## config.mk

```make
export PLATFORM = sky130hd
export DESIGN_NAME = pc_sequence_ctrl_flat
export DESIGN_NICKNAME = d
export VERILOG_FILES = /design/src/rtl/pc_seq_pkg.sv /design/src/rtl/pc_sequence_ctrl_if.sv /design/src/rtl/pc_seq_drain_cnt.sv /design/src/rtl/pc_sequence_ctrl.sv /design/src/flat_wrapper.sv
export SDC_FILE = /design/constraint.sdc
export NUM_CORES = 1
export LEC_CHECK = 0
export CAP_MARGIN = 10
export CORE_ASPECT_RATIO = 0.9
export CORE_UTILIZATION = 32
export CTS_CLUSTER_SIZE = 10
export DETAILED_ROUTE_END_ITERATION = 12
export PLACE_DENSITY = 0.71
export RECOVER_POWER = 100
export REMOVE_ABC_BUFFERS = 1
export SYNTH_ARGS = -nofsm -noshare
export SYNTH_HDL_FRONTEND = slang
export SYNTH_SLANG_ARGS = --single-unit
export TNS_END_PERCENT = 20
```

## constraint.sdc

```tcl
create_clock -name clk -period 2.7 [get_ports clk]
set_input_delay 0.81 -clock clk [delete_from_list [all_inputs] [get_ports clk]]
set_output_delay 0.81 -clock clk [all_outputs]
set_load 0.02 [all_outputs]
```

## src/rtl/pc_seq_pkg.sv

```systemverilog
// Shared types for the fetch PC sequencer: FSM states, PC register commands
// and the drain counter width.
package pc_seq_pkg;

  typedef enum logic [1:0] {
    RUN    = 2'b00,
    DRAIN  = 2'b01,
    PUSH   = 2'b10,
    VECTOR = 2'b11
  } pc_seq_state_e;

  typedef enum logic [1:0] {
    HOLD = 2'b00,
    INC  = 2'b01,
    LOAD = 2'b10
  } pc_cmd_e;

  // Wide enough for a drain length of up to 15 cycles.
  localparam int DRAIN_W = 4;

endpackage

```

## src/rtl/pc_sequence_ctrl_if.sv

```systemverilog
// Bundle between the PC sequencer and its neighbours (hazard, branch and
// stack units, PC register). The sequencer uses the master side.
interface pc_sequence_ctrl_if
  import pc_seq_pkg::*;
#(
  parameter int unsigned ADDR_W = 32
) ();

  logic [ADDR_W-1:0] pc_cur;
  logic              hazard_stall;
  logic              branch_taken;
  logic [ADDR_W-1:0] branch_target;
  logic              ret_valid;
  logic [ADDR_W-1:0] ret_pc;
  logic              int_req;
  logic              push_ack;
  pc_cmd_e           pc_cmd;
  logic [ADDR_W-1:0] pc_load_addr;
  logic              flush;
  logic              push_req;
  logic [ADDR_W-1:0] push_data;
  logic              int_ack;
  logic              busy;

  modport master (
    input  pc_cur, hazard_stall, branch_taken, branch_target,
           ret_valid, ret_pc, int_req, push_ack,
    output pc_cmd, pc_load_addr, flush, push_req, push_data, int_ack, busy
  );

  modport slave (
    output pc_cur, hazard_stall, branch_taken, branch_target,
           ret_valid, ret_pc, int_req, push_ack,
    input  pc_cmd, pc_load_addr, flush, push_req, push_data, int_ack, busy
  );

endinterface

```

## src/rtl/pc_seq_drain_cnt.sv

```systemverilog
// Loadable down-counter timing the pipeline drain; done is the terminal-count
// compare and the count never wraps below zero.
module pc_seq_drain_cnt
  import pc_seq_pkg::*;
(
  input  logic               clk,
  input  logic               reset,
  input  logic               load,
  input  logic [DRAIN_W-1:0] load_val,
  input  logic               dec,
  output logic               done
);

  logic [DRAIN_W-1:0] count;

  always_ff @(posedge clk) begin
    if (reset) begin
      count <= '0;
    end else if (load) begin
      count <= load_val;
    end else if (dec && !done) begin
      count <= count - 1'b1;
    end
  end

  assign done = (count == '0);

endmodule

```

## src/rtl/pc_sequence_ctrl.sv

```systemverilog
// Fetch PC sequencer: boot load, return reload, stall, branch, increment and
// multi-cycle interrupt entry. Optional interrupt mask: PC_SEQ_INT_MASK_EN.
//
// state  | meaning
// RUN    | normal fetch sequencing, interrupts taken from here
// DRAIN  | flush fetch/decode for DRAIN_CYCLES cycles
// PUSH   | return PC offered to the stack, wait for push_ack
// VECTOR | load INT_VEC, pulse int_ack, clear the pending request
module pc_sequence_ctrl
  import pc_seq_pkg::*;
#(
  parameter int unsigned       ADDR_W       = 32,
  parameter logic [ADDR_W-1:0] RESET_VEC    = 'h20,
  parameter logic [ADDR_W-1:0] INT_VEC      = 'h0,
  parameter logic [ADDR_W-1:0] PC_LIMIT     = 100,
  parameter int unsigned       DRAIN_CYCLES = 3
) (
  input logic clk,
  input logic reset,
`ifdef PC_SEQ_INT_MASK_EN
  input logic int_en_set,
  input logic int_en_clr,
`endif
  pc_sequence_ctrl_if.master bus
);

  pc_seq_state_e     state, state_nxt;
  pc_cmd_e           cmd;
  logic [ADDR_W-1:0] load_addr;
  logic              flush_q, push_req_q, int_ack_q, int_pend;
  logic [ADDR_W-1:0] push_data_q;
  logic              int_go, take_int, dr_load, dr_dec, dr_done;

`ifdef PC_SEQ_INT_MASK_EN
  logic int_en;

  always_ff @(posedge clk) begin
    if (reset)                int_en <= 1'b0;
    else if (state == VECTOR) int_en <= 1'b0;
    else if (int_en_set)      int_en <= 1'b1;
    else if (int_en_clr)      int_en <= 1'b0;
  end

  assign int_go = (int_pend | bus.int_req) & int_en;
`else
  // The same-cycle request counts so a coincident branch becomes the return PC.
  assign int_go = int_pend | bus.int_req;
`endif

  pc_seq_drain_cnt u_drain_cnt (
    .clk      (clk),
    .reset    (reset),
    .load     (dr_load),
    .load_val (DRAIN_W'(DRAIN_CYCLES - 1)),
    .dec      (dr_dec),
    .done     (dr_done)
  );

  always_ff @(posedge clk) begin
    if (reset) begin
      state       <= RUN;
      flush_q     <= 1'b0;
      push_req_q  <= 1'b0;
      int_ack_q   <= 1'b0;
      int_pend    <= 1'b0;
      push_data_q <= '0;
    end else begin
      state      <= state_nxt;
      flush_q    <= (state_nxt == DRAIN);
      push_req_q <= (state_nxt == PUSH);
      int_ack_q  <= (state_nxt == VECTOR);
      int_pend   <= (state == VECTOR) ? bus.int_req : (int_pend | bus.int_req);
      if (take_int)
        push_data_q <= bus.branch_taken ? bus.branch_target : bus.pc_cur;
    end
  end

  always_comb begin
    state_nxt = state;
    cmd       = HOLD;
    load_addr = '0;
    take_int  = 1'b0;
    dr_load   = 1'b0;
    dr_dec    = 1'b0;
    if (reset) begin
      cmd       = LOAD;
      load_addr = RESET_VEC;
    end else begin
      case (state)
        RUN: begin
          if (bus.ret_valid) begin
            cmd       = LOAD;
            load_addr = bus.ret_pc;
          end else if (bus.hazard_stall) begin
            cmd = HOLD;
          end else if (int_go) begin
            take_int  = 1'b1;
            dr_load   = 1'b1;
            state_nxt = DRAIN;
          end else if (bus.branch_taken) begin
            cmd       = LOAD;
            load_addr = bus.branch_target;
          end else if (bus.pc_cur < PC_LIMIT) begin
            cmd = INC;
          end
        end
        DRAIN: begin
          dr_dec = 1'b1;
          if (dr_done) state_nxt = PUSH;
        end
        PUSH: begin
          if (bus.push_ack) state_nxt = VECTOR;
        end
        VECTOR: begin
          cmd       = LOAD;
          load_addr = INT_VEC;
          state_nxt = RUN;
        end
        default: state_nxt = RUN;
      endcase
    end
  end

  assign bus.pc_cmd       = cmd;
  assign bus.pc_load_addr = load_addr;
  assign bus.flush        = flush_q;
  assign bus.push_req     = push_req_q;
  assign bus.push_data    = push_data_q;
  assign bus.int_ack      = int_ack_q;
  assign bus.busy         = (state != RUN);

endmodule
```

## src/flat_wrapper.sv

```systemverilog
// flat-port wrapper written by rule: the top's interface ports become plain ports
module pc_sequence_ctrl_flat import pc_seq_pkg::*;
#(
  parameter int unsigned       ADDR_W       = 32,
  parameter logic [ADDR_W-1:0] RESET_VEC    = 'h20,
  parameter logic [ADDR_W-1:0] INT_VEC      = 'h0,
  parameter logic [ADDR_W-1:0] PC_LIMIT     = 100,
  parameter int unsigned       DRAIN_CYCLES = 3
)
  (clk, reset, bus_pc_cur, bus_hazard_stall, bus_branch_taken, bus_branch_target, bus_ret_valid, bus_ret_pc, bus_int_req, bus_push_ack, bus_pc_cmd, bus_pc_load_addr, bus_flush, bus_push_req, bus_push_data, bus_int_ack, bus_busy);
  pc_sequence_ctrl_if #(.ADDR_W(ADDR_W)) bus_i ();
  input logic clk;
  input logic reset;
  input wire logic [$bits(bus_i.pc_cur)-1:0] bus_pc_cur;
  input wire logic [$bits(bus_i.hazard_stall)-1:0] bus_hazard_stall;
  input wire logic [$bits(bus_i.branch_taken)-1:0] bus_branch_taken;
  input wire logic [$bits(bus_i.branch_target)-1:0] bus_branch_target;
  input wire logic [$bits(bus_i.ret_valid)-1:0] bus_ret_valid;
  input wire logic [$bits(bus_i.ret_pc)-1:0] bus_ret_pc;
  input wire logic [$bits(bus_i.int_req)-1:0] bus_int_req;
  input wire logic [$bits(bus_i.push_ack)-1:0] bus_push_ack;
  output wire logic [$bits(bus_i.pc_cmd)-1:0] bus_pc_cmd;
  output wire logic [$bits(bus_i.pc_load_addr)-1:0] bus_pc_load_addr;
  output wire logic [$bits(bus_i.flush)-1:0] bus_flush;
  output wire logic [$bits(bus_i.push_req)-1:0] bus_push_req;
  output wire logic [$bits(bus_i.push_data)-1:0] bus_push_data;
  output wire logic [$bits(bus_i.int_ack)-1:0] bus_int_ack;
  output wire logic [$bits(bus_i.busy)-1:0] bus_busy;
  assign bus_i.pc_cur = bus_pc_cur;
  assign bus_i.hazard_stall = bus_hazard_stall;
  assign bus_i.branch_taken = bus_branch_taken;
  assign bus_i.branch_target = bus_branch_target;
  assign bus_i.ret_valid = bus_ret_valid;
  assign bus_i.ret_pc = bus_ret_pc;
  assign bus_i.int_req = bus_int_req;
  assign bus_i.push_ack = bus_push_ack;
  assign bus_pc_cmd = bus_i.pc_cmd;
  assign bus_pc_load_addr = bus_i.pc_load_addr;
  assign bus_flush = bus_i.flush;
  assign bus_push_req = bus_i.push_req;
  assign bus_push_data = bus_i.push_data;
  assign bus_int_ack = bus_i.int_ack;
  assign bus_busy = bus_i.busy;
  pc_sequence_ctrl #(.ADDR_W(ADDR_W), .RESET_VEC(RESET_VEC), .INT_VEC(INT_VEC), .PC_LIMIT(PC_LIMIT), .DRAIN_CYCLES(DRAIN_CYCLES)) u_core (.clk(clk), .reset(reset), .bus(bus_i));
endmodule
```

==> metrics, run 1 <==
Synth async-reset ratio=0%; Worst Hold Depth=1; CTS Hold Buffers Added=0; status=finished with violations; Tot Pwr=2.43 mW; DRT Pass-1 Iters=4; DR vias/cell=4.95; drt total wl=10.4 mm; Max Slew Vio Count=0; Num CTS Buffers=5; Global Route Usage Sum=22.6%; HP Class=flip-flop to flip-flop; largest net degree at the start of global routing=34; Crit Path Class=primary input to output pin; Max clock buf depth=2; Internal=1.51 mW; setup ws final=-0.101 ns; Starting Density=33.7%; die area=9000 um^2; Slew @ Worst Pin=0.528 ns; Final Cycle Share=104%; num rows=31; Max Fclk=357 MHz; CTS H-tree depth=2; Inserted Diodes=0; average size of a mapped cell=9.32 um^2; final worst path period need=2.80 ns; I/O pin count=173; leakage power=2.16 nW; Hold Fails Final Rpt=0; sequential fraction of the synthesis area=30.5%; register clock-pin slew on the reported worst setup and hold paths=0.07 ns; Mapped Area=2760 um^2; R2R cell count=7; critical path arrival=1.99 ns; Synth Register Bits=42; die height=90.1 um; RSZ-0062 raised after global routing=yes; Seq pwr share=30.2%; DRT iter0 DRCs=83; setup violators final=34; CTS tree=done; crit end category=output pin; total gr overflow=0; Clk pwr share=16.3%; TNS Setup=-1.63 ns; Yosys cell types=42; Synth top area share=30.5%; vias in the first global route=3,112; largest area contributor in the netlist=dfxtp_1; Psw=0.915 mW; Synth Flop Type=dfxtp_1; post-route ant nets=0; top post-synthesis cells by area=dfxtp_1 (30%), o2bb2ai_2 (16%), mux2i_1 (12%), nand3b_1 (8.7%), a21oi_1 (6.2%); Pwr Density=480 nW/um^2; Sw Share=37.7%; Die Wd=99.9 um; DP HPWL=7.44 mm; max_cap viols=0; Area Growth Syn to Fin=83.3%; cell count after synthesis=296; fraction of power consumed by combinational cells=53.5%; fin nets=624; CTS sink cnt=42; IO Port Bufs=172; Vias=3,121; Slew HR=64.5%; first-pass GRT wire length=16.1 mm; synth warn=0; Final Skew=0.00453 ns; violated checks=negative setup slack; CTS root buf=clkbuf_8; top-count cell post-synth=dfxtp_1; Post-synth EDFFs=0; WP data required=1.89 ns; synth cell count leaders=dfxtp_1 (42), nand2_1 (36), a21oi_1 (34); antenna violations before repair=0; crit start category=primary input; CP Max Fanout=5; residual DRC count=0; share of cells above drive strength 1=29.1%; Worst VDD drop=0.237 mV; Routed wire per std cell=16.5 um; worst-skew pair later-pin latency=0.28 ns; placer's final routability congestion estimate=0.790; core box area=8180 um^2
-- per-layer routing --
layer | up-vias | share of wire [%] | GRT usage, % | routed length (um)
met3 | 9 | 6.2 | 3.89 | 647
met5 | - | 0 | 0 | 0
met2 | 114 | 51 | 41.8 | 5260
met1 | 1471 | 42 | 27.1 | 4370
met4 | 0 | 1.2 | 4.53 | 120
li1 | 1527 | - | - | -
-- repair_timing --
action,CTS,global route
buffers inserted,8,1
gates cloned,4,0
pin swaps,52,7
endpoints found under the setup margin,34,34
resized for setup,239,20
endpoints found under the hold margin,0,0
-- final timing paths --
kind	slack (ns)	to	start
min	0.47	u_core.bus.push_data[21]	u_core.bus.push_data[21]
max	-0.10	bus_pc_cmd[1]	bus_hazard_stall
max reg2reg	0.59	u_core.bus.push_data[22]	u_core.state[1]
min reg2reg	0.47	u_core.bus.push_data[21]	u_core.bus.push_data[21]
-- power by group through the flow --
| stage | logic, mW | clock network (mW) | registers [mW] |
|---|---|---|---|
| global placement | 1.31 | 0 | 0.753 |
| global route | 1.38 | 0.439 | 0.742 |
| floorplan | 0.518 | 0 | 0.833 |
| detailed placement | 1.33 | 0 | 0.754 |
| CTS | 1.34 | 0.423 | 0.741 |
| finish | 1.30 | 0.396 | 0.733 |
-- registers in the layout, indices dropped and copies added (netlist names) --
signal	cells
u_core.bus.push_req	1
u_core.u_drain_cnt.count	4
u_core.bus.int_ack	1
u_core.state	2
u_core.bus.push_data	32
u_core.int_pend	1
u_core.bus.flush	1
-- final cells by class --
class	count	area, um^2
clock buffer	6	82.6
sequential	42	841
fill	728	3130
multi-input combinational	220	1740
inverter	7	26.3
timing repair buffer	240	2230
tap	115	144
-- through the flow --
| stage | util [%] | setup slack, ns | cells | hold WS, ns | cell area (um^2) |
|---|---|---|---|---|---|
| after floorplan | - | -0.386 | 269 | 0.452 | 2620 |
| after global routing | 61.8 | -0.177 | 630 | 0.483 | 5060 |
| final | 61.8 | -0.101 | 630 | 0.465 | 5060 |
| after global placement | 61.0 | -0.984 | 614 | 0.443 | 4990 |
| after detailed placement | 61.0 | -0.972 | 614 | 0.446 | 4990 |
| after CTS | 63.7 | -0.146 | 632 | 0.474 | 5210 |
-- layout by cell type, fill, tap and decap left out, drive strengths merged, types with 18 or more instances in the layout --
cell type / count
nand2: 36
dlygate4sd2: 18
o2bb2ai: 31
buf: 101
a21oi: 36
dfxtp: 42
dlygate4sd3: 35
clkdlybuf4s50: 74
nand3b: 32
mux2i: 32
-- worst max-delay path, stage by stage --
cell and delay [ns]:
buf_8 0.10, nor4b_4 0.27, buf_6 0.15, buf_6 0.11, buf_6 0.12, o21ai_2 0.05
a21oi_1 0.13, or2_1 0.13, buf_6 0.12
-- logic make-up after synthesis --
logic type	synth area share (%)
adder cells (fa/ha/maj)	2.27
AND/OR/NAND/NOR	21.9
AO/OA/AOI/OAI	26.6
buffers and inverters	6.16
flip-flops	30.5
XOR/XNOR	0.635
multiplexers	12.0
Note: power is estimated with default switching activity, not from simulation.
==> run 2, diff against run 1 <==
==> constraint.sdc (replaced) <==
create_clock -name clk -period 2.7 [get_ports clk]
set_input_delay 0.54 -clock clk [delete_from_list [all_inputs] [get_ports clk]]
set_output_delay 0.54 -clock clk [all_outputs]
set_load 0.02 [all_outputs]
==> run 2 against run 1 <==
Compared with the run above: the run now ends clean; combinational power fell by 11%; via count down 5.3%; count of clock-buffer cells in the layout increased by 1; final cell count is 5.1% lower; sequential power is essentially flat; non-clock buffer count shrank 34; clock power increased by 8.1%; design area fell by 8.1%; register-to-register slack got worse by 0.17 ns; worst hold slack improved by 0.0028 ns; core utilization fell by 5.0 points; global-route usage shrank 1.5 points; critical path type unchanged; largest power group unchanged.
==> metrics, run 2 (same netlist as run 1, synthesis figures left out) <==
Routed wire per std cell=16.0 um (was 16.5 um); placer's final routability congestion estimate=0.870 (was 0.790); Reg2Reg Capture Point=u_core.bus.push_data[29] (was u_core.bus.push_data[22]); CTS H-tree depth=2 (unchanged); Max Slew Vio Count=0 (unchanged); Slew @ Worst Pin=0.628 ns (was 0.528 ns); Seq. cell area=841 um^2 (unchanged); die height=90.1 um (unchanged); Seq pwr share=31.6% (was 30.2%); I/O pin count=173 (unchanged); first-pass GRT wire length=14.9 mm (was 16.1 mm); drt total wl=9.59 mm (was 10.4 mm); max FFs per register=32 (unchanged); DP HPWL=7.25 mm (was 7.44 mm); largest net degree at the start of global routing=36 (was 34); Vias=2,956 (was 3,121); share of cells above drive strength 1=12.4% (was 29.1%); Clk pwr share=18.5% (was 16.3%); critical path arrival=2.08 ns (was 1.99 ns); worst hold endpoint=u_core.bus.push_data[27] (was u_core.bus.push_data[21]); Hold Fails Final Rpt=0 (unchanged); Tot Pwr=2.32 mW (was 2.43 mW); Psw=0.884 mW (was 0.915 mW); worst reg2reg setup slack=0.42 ns (was 0.59 ns); Max clock buf depth=2 (unchanged); Starting Density=33.7% (unchanged); Final Skew=0.00793 ns (was 0.00453 ns); fraction of power consumed by combinational cells=49.9% (was 53.5%); critical-path cell list=clkdlybuf4s50_1 -> nand2b_4 -> clkbuf_1 -> a21oi_1 -> dlygate4sd2_1 (was buf_8 -> nor4b_4 -> buf_6 -> buf_6 -> buf_6 -> o21ai_2 -> a21oi_1 -> or2_1 -> buf_6); vias in the first global route=2,877 (was 3,112); total gr overflow=0 (unchanged); Slew HR=58.1% (was 64.5%); WP data required=2.16 ns (was 1.89 ns); Pwr Density=498 nW/um^2 (was 480 nW/um^2); DR vias/cell=4.94 (was 4.95); Sw Share=38.2% (was 37.7%); CTS sink cnt=42 (unchanged); post-route ant nets=0 (unchanged); CTS tree=done (unchanged); register clock-pin slew on the reported worst setup and hold paths=0.08 ns (was 0.07 ns); CTS root buf=clkbuf_8 (unchanged); r2r startpoint=u_core.state[0] (was u_core.state[1]); Num CTS Buffers=5 (unchanged); crit end category=output pin (unchanged); fill count=765 (was 728); num rows=31 (unchanged); commonest non-fill, non-tap cell in the layout=clkdlybuf4s50_1 (was buf_4); Global Route Usage Sum=21.1% (was 22.6%); Worst Hold Depth=1 (unchanged); antenna violations before repair=0 (unchanged); HP Class=flip-flop to flip-flop (unchanged); hold_sp=u_core.bus.push_data[27] (was u_core.bus.push_data[21]); commonest non-fill, non-tap cells in the layout=clkdlybuf4s50_1 (98), dfxtp_1 (42), nand2_1 (36), dlygate4sd3_1 (36), a21oi_1 (35) (was buf_4 (81), clkdlybuf4s50_1 (74), dfxtp_1 (42)); residual DRC count=0 (unchanged); Internal=1.43 mW (was 1.51 mW); Worst VDD drop=0.295 mV (was 0.237 mV); TNS Setup=0 ns (was -1.63 ns); final worst path period need=2.62 ns (was 2.80 ns); IO Port Bufs=172 (unchanged); crit start category=primary input (unchanged); CP max stage delay=0.49 ns (was 0.27 ns); setup violators final=0 (was 34); Multi-input gate area=1610 um^2 (was 1740 um^2); Crit-path slowest cell=clkdlybuf4s50_1 (was nor4b_4); Final Cycle Share=96.9% (was 104%); Max Fclk=382 MHz (was 357 MHz); max_cap viols=0 (unchanged); die area=9000 um^2 (unchanged); worst-skew pair later-pin latency=0.30 ns (was 0.28 ns); Crit Path Class=primary input to output pin (unchanged); DRT iter0 DRCs=82 (was 83); status=finished, final reports clean (was finished with violations); RSZ-0062 raised after global routing=no (was yes); Area Growth Syn to Fin=68.4% (was 83.3%); CP Max Fanout=13 (was 5); R2R cell count=7 (unchanged); Die Wd=99.9 um (unchanged); core box area=8180 um^2 (unchanged); DRT Pass-1 Iters=4 (unchanged); fin nets=590 (was 624); leakage power=1.93 nW (was 2.16 nW); Inserted Diodes=0 (unchanged)
run 2: worst max-delay path by stage:
| stage | cells after the start | from | end |
|---|---|---|---|
| 2_1_floorplan | 3 | bus_hazard_stall | bus_pc_load_addr[0] |
| 3_3_place_gp | 6 | bus_pc_cur[22] | bus_pc_cmd[0] |
| 3_5_place_dp | 6 | bus_pc_cur[22] | bus_pc_cmd[0] |
| 4_1_cts | 8 | bus_hazard_stall | bus_pc_load_addr[5] |
| 5_1_grt | 6 | bus_pc_cur[23] | bus_pc_cmd[0] |
| 6_report | 5 | reset | bus_pc_load_addr[8] |
run 2: area by class of cell:
| type | instances | area share [%] |
|---|---|---|
| Inverter | 7 | 0.565 |
| Sequential cell | 42 | 18.1 |
| Clock buffer | 7 | 1.86 |
| Tap cell | 115 | 3.09 |
| Multi-Input combinational cell | 220 | 34.6 |
| Clock inverter | 1 | 0.108 |
| Timing Repair Buffer | 206 | 41.7 |
run 2: through the flow:
step | hold slack [ns] | util [%] | instance area (um^2) | cells | setup slack, ns
detailed placement | 0.452 | 57.9 | 4740 | 587 | -0.462
floorplan | 0.452 | - | 2620 | 269 | 0.154
global route | 0.486 | 56.8 | 4650 | 598 | 0.00153
finish | 0.468 | 56.8 | 4650 | 598 | 0.0845
global placement | 0.444 | 57.9 | 4740 | 587 | -0.485
CTS | 0.478 | 59.6 | 4880 | 598 | 0.00184
run 2: what timing repair did:
| action | 4_1_cts | 5_1_grt |
|---|---|---|
| setup buffers | 2 | 0 |
| hold buffers | 0 | 0 |
| pin swaps | 3 | 1 |
| endpoints found under the setup margin | 34 | 32 |
| gates cloned | 1 | 0 |
| resized for setup | 95 | 6 |
run 2: power by group through the flow:
stage,logic [mW],registers [mW],clock network (mW)
6_report,1.16,0.732,0.428
5_1_grt,1.23,0.743,0.473
4_1_cts,1.24,0.741,0.442
3_5_place_dp,1.26,0.754,0
3_3_place_gp,1.25,0.752,0
2_1_floorplan,0.518,0.833,0
run 2: metal layers:
layer / vias up / share of wire (%) / GRT usage, %
li1: 1455 / - / -
met2: 124 / 49 / 37.4
met1: 1368 / 43 / 25.5
met3: 9 / 7.4 / 5.05
met4: 0 / 1.3 / 5.02
met5: - / 0 / 0
run 2: critical path: cells and delay by family:
family          cells  cell delay [ns]
buf+inv             3             1.33
simple gates        1             0.14
compound gates      1             0.07
==> run 3, diff against run 2 <==
--- a/config.mk
+++ b/config.mk
@@ -8,7 +8,6 @@
 export CAP_MARGIN = 10
 export CORE_ASPECT_RATIO = 0.9
 export CORE_UTILIZATION = 32
-export CTS_CLUSTER_SIZE = 10
 export DETAILED_ROUTE_END_ITERATION = 12
 export PLACE_DENSITY = 0.71
 export RECOVER_POWER = 100
==> constraint.sdc (replaced) <==
create_clock -name clk -period 3.3 [get_ports clk]
set_input_delay 0.66 -clock clk [delete_from_list [all_inputs] [get_ports clk]]
set_output_delay 0.66 -clock clk [all_outputs]
set_load 0.02 [all_outputs]
==> run 3 against run 2 <==
Compared with the run above: the flow now finishes with violations (max-capacitance violations, max-slew violations); worst hold slack got worse by 0.0087 ns; die area unchanged; total power down 21%; first-iteration DRC count is 35% lower; register-to-register slack better by 0.22 ns; critical endpoint is now bus_pc_load_addr[18].
==> metrics, run 3 (same netlist as run 1, synthesis figures left out) <==
status=finished with violations (was finished, final reports clean); violated checks=max-capacitance violations, max-slew violations; Cells after DPL=570 (was 587); share of cells above drive strength 1=7.56% (was 12.4%); Sw Share=38.5% (was 38.2%); critical path arrival=2.63 ns (was 2.08 ns); total gr overflow=0 (unchanged); IO Port Bufs=172 (unchanged); Psw=0.708 mW (was 0.884 mW); Pwr Density=419 nW/um^2 (was 498 nW/um^2); Num CTS Buffers=5 (unchanged); WP data required=2.64 ns (was 2.16 ns); leakage power=1.74 nW (was 1.93 nW); CTS root buf=clkbuf_8 (unchanged); Hold Fails Final Rpt=0 (unchanged); crit end category=output pin (unchanged); Clk pwr share=18.7% (was 18.5%); commonest non-fill, non-tap cells in the layout=clkdlybuf4s50_1 (102), dfxtp_1 (42), dlygate4sd3_1 (37) (was clkdlybuf4s50_1 (98), dfxtp_1 (42), nand2_1 (36), dlygate4sd3_1 (36), a21oi_1 (35)); Global Route Usage Sum=20.0% (was 21.1%); Post-CTS Setup Repair Bufs=0 (was 2); antenna violations before repair=0 (unchanged); max_cap viols=1 (was 0); CP Max Fanout=13 (unchanged); Worst VDD drop=0.187 mV (was 0.295 mV); CP most frequent cell=clkdlybuf4s50_1; DP HPWL=7.06 mm (was 7.25 mm); DRT Pass-1 Iters=4 (unchanged); Crit-path slowest cell=clkdlybuf4s50_1 (unchanged); setup violators final=0 (unchanged); first-pass GRT wire length=14.2 mm (was 14.9 mm); fraction of power consumed by combinational cells=48.2% (was 49.9%); R2R cell count=6 (was 7); vias in the first global route=2,811 (was 2,877); HP Class=flip-flop to flip-flop (unchanged); CTS tree=done (unchanged); Max Fclk=304 MHz; register clock-pin slew on the reported worst setup and hold paths=0.08 ns (about the same); crit start category=primary input (unchanged); Routed wire per std cell=16.0 um (about the same); DRT iter0 DRCs=53 (was 82); Crit Path Class=primary input to output pin (unchanged); CTS H-tree depth=2 (unchanged); Slew @ Worst Pin=1.51 ns (was 0.628 ns); Starting Density=33.7% (unchanged); worst-skew pair later-pin latency=0.29 ns (was 0.30 ns); Final Cycle Share=99.8%; fill count=821 (was 765); Slew HR=-0.896% (was 58.1%); placer's final routability congestion estimate=0.862 (was 0.870); die height=90.1 um (unchanged); drt total wl=9.27 mm (was 9.59 mm); Buf/Inv on CP=3 (unchanged); Worst path depth=6 (was 5); Max Slew Vio Count=13 (was 0); Seq pwr share=33.1% (was 31.6%); core box area=8180 um^2 (unchanged); TNS Setup=0 ns (unchanged); Inserted Diodes=0 (unchanged); final worst path period need=3.29 ns; Internal=1.13 mW (was 1.43 mW); CP max stage delay=0.68 ns (was 0.49 ns); DR vias/cell=4.93 (was 4.94); final cell count without fillers=578 (was 598); I/O pin count=173 (unchanged); Layout Utilization=53.6% (was 56.8%); post-route ant nets=0 (unchanged); Area Growth Syn to Fin=59.1% (was 68.4%); num rows=31 (unchanged); Vias=2,847 (was 2,956); CP top delay family=buffers and inverters (unchanged); CTS Hold Buffers Added=0 (unchanged); Hold Slack=0.459 ns (was 0.468 ns); max FFs per register=32 (unchanged); residual DRC count=0 (unchanged); Die Wd=99.9 um (unchanged); Max clock buf depth=2 (unchanged); critical-path cell list=clkdlybuf4s50_1 -> nor4b_4 -> buf_6 -> nand3b_1 -> a21oi_1 -> clkdlybuf4s50_1 (was clkdlybuf4s50_1 -> nand2b_4 -> clkbuf_1 -> a21oi_1 -> dlygate4sd2_1); largest net degree at the start of global routing=36 (unchanged); Worst Hold Depth=1 (unchanged); Final Cell Area=4390 um^2 (was 4650 um^2); Final Skew=0.00423 ns (was 0.00793 ns); fin nets=570 (was 590); placed instance area=4610 um^2 (was 4740 um^2); commonest non-fill, non-tap cell in the layout=clkdlybuf4s50_1 (unchanged); die area=9000 um^2 (unchanged); CTS sink cnt=42 (unchanged)
-- run 3: power by group through the flow --
| stage | Sequential [mW] | Combinational [mW] | Clock, mW |
|---|---|---|---|
| after floorplan | 0.682 | 0.424 | 0 |
| after global placement | 0.624 | 0.981 | 0 |
| after detailed placement | 0.626 | 0.989 | 0 |
| after CTS | 0.616 | 0.993 | 0.353 |
| after global routing | 0.618 | 0.954 | 0.381 |
| final | 0.609 | 0.886 | 0.344 |
-- run 3: path summary, 6_finish.rpt --
kind                                 start                  endpoint  slack, ns
setup reg to reg           u_core.state[0]  u_core.bus.push_data[12]       0.64
hold / removal    u_core.bus.push_data[13]  u_core.bus.push_data[13]       0.46
setup / recovery          bus_hazard_stall      bus_pc_load_addr[18]      0.006
hold reg to reg   u_core.bus.push_data[13]  u_core.bus.push_data[13]       0.46
-- run 3: stage by stage --
stage / power [mW] / worst slack [ns]
floorplan: 1.11 / 0.514
global placement: 1.61 / -0.218
detailed placement: 1.62 / -0.183
CTS: 1.96 / 0.00228
global route: 1.95 / -0.0446
finish: 1.84 / 0.00613
-- run 3: final cells by class --
class,count,area (um^2),area share (%)
clock buffers,7,86.3,1.97
clock inverters,1,5.00,0.114
inverters,7,26.3,0.598
multi-input cells,220,1620,37.0
flip-flops and latches,42,841,19.2
well taps,115,144,3.28
repair buffers,186,1660,37.9
-- run 3: worst reg2reg max path: stages (launching register included) --
cell and delay (ns):
dfxtp_1 0.42, inv_1 0.11, ha_1 0.25, buf_4 0.19, a21oi_1 1.14, buf_4 0.35, o2bb2ai_1 0.13
-- run 3: per-layer routing --
layer	track usage, %	vias to the layer above	part of all wire (%)
li1	-	1423	-
met1	24.4	1305	43
met2	34.6	109	48
met3	5.05	10	7.5
met4	5.27	0	1.5
met5	0	-	0
-- run 3: repair_timing --
action | CTS | global route
endpoints found under the setup margin | 1 | 30
gates cloned | 0 | 0
hold endpoints to repair | 0 | 0
resized for setup | 2 | 32
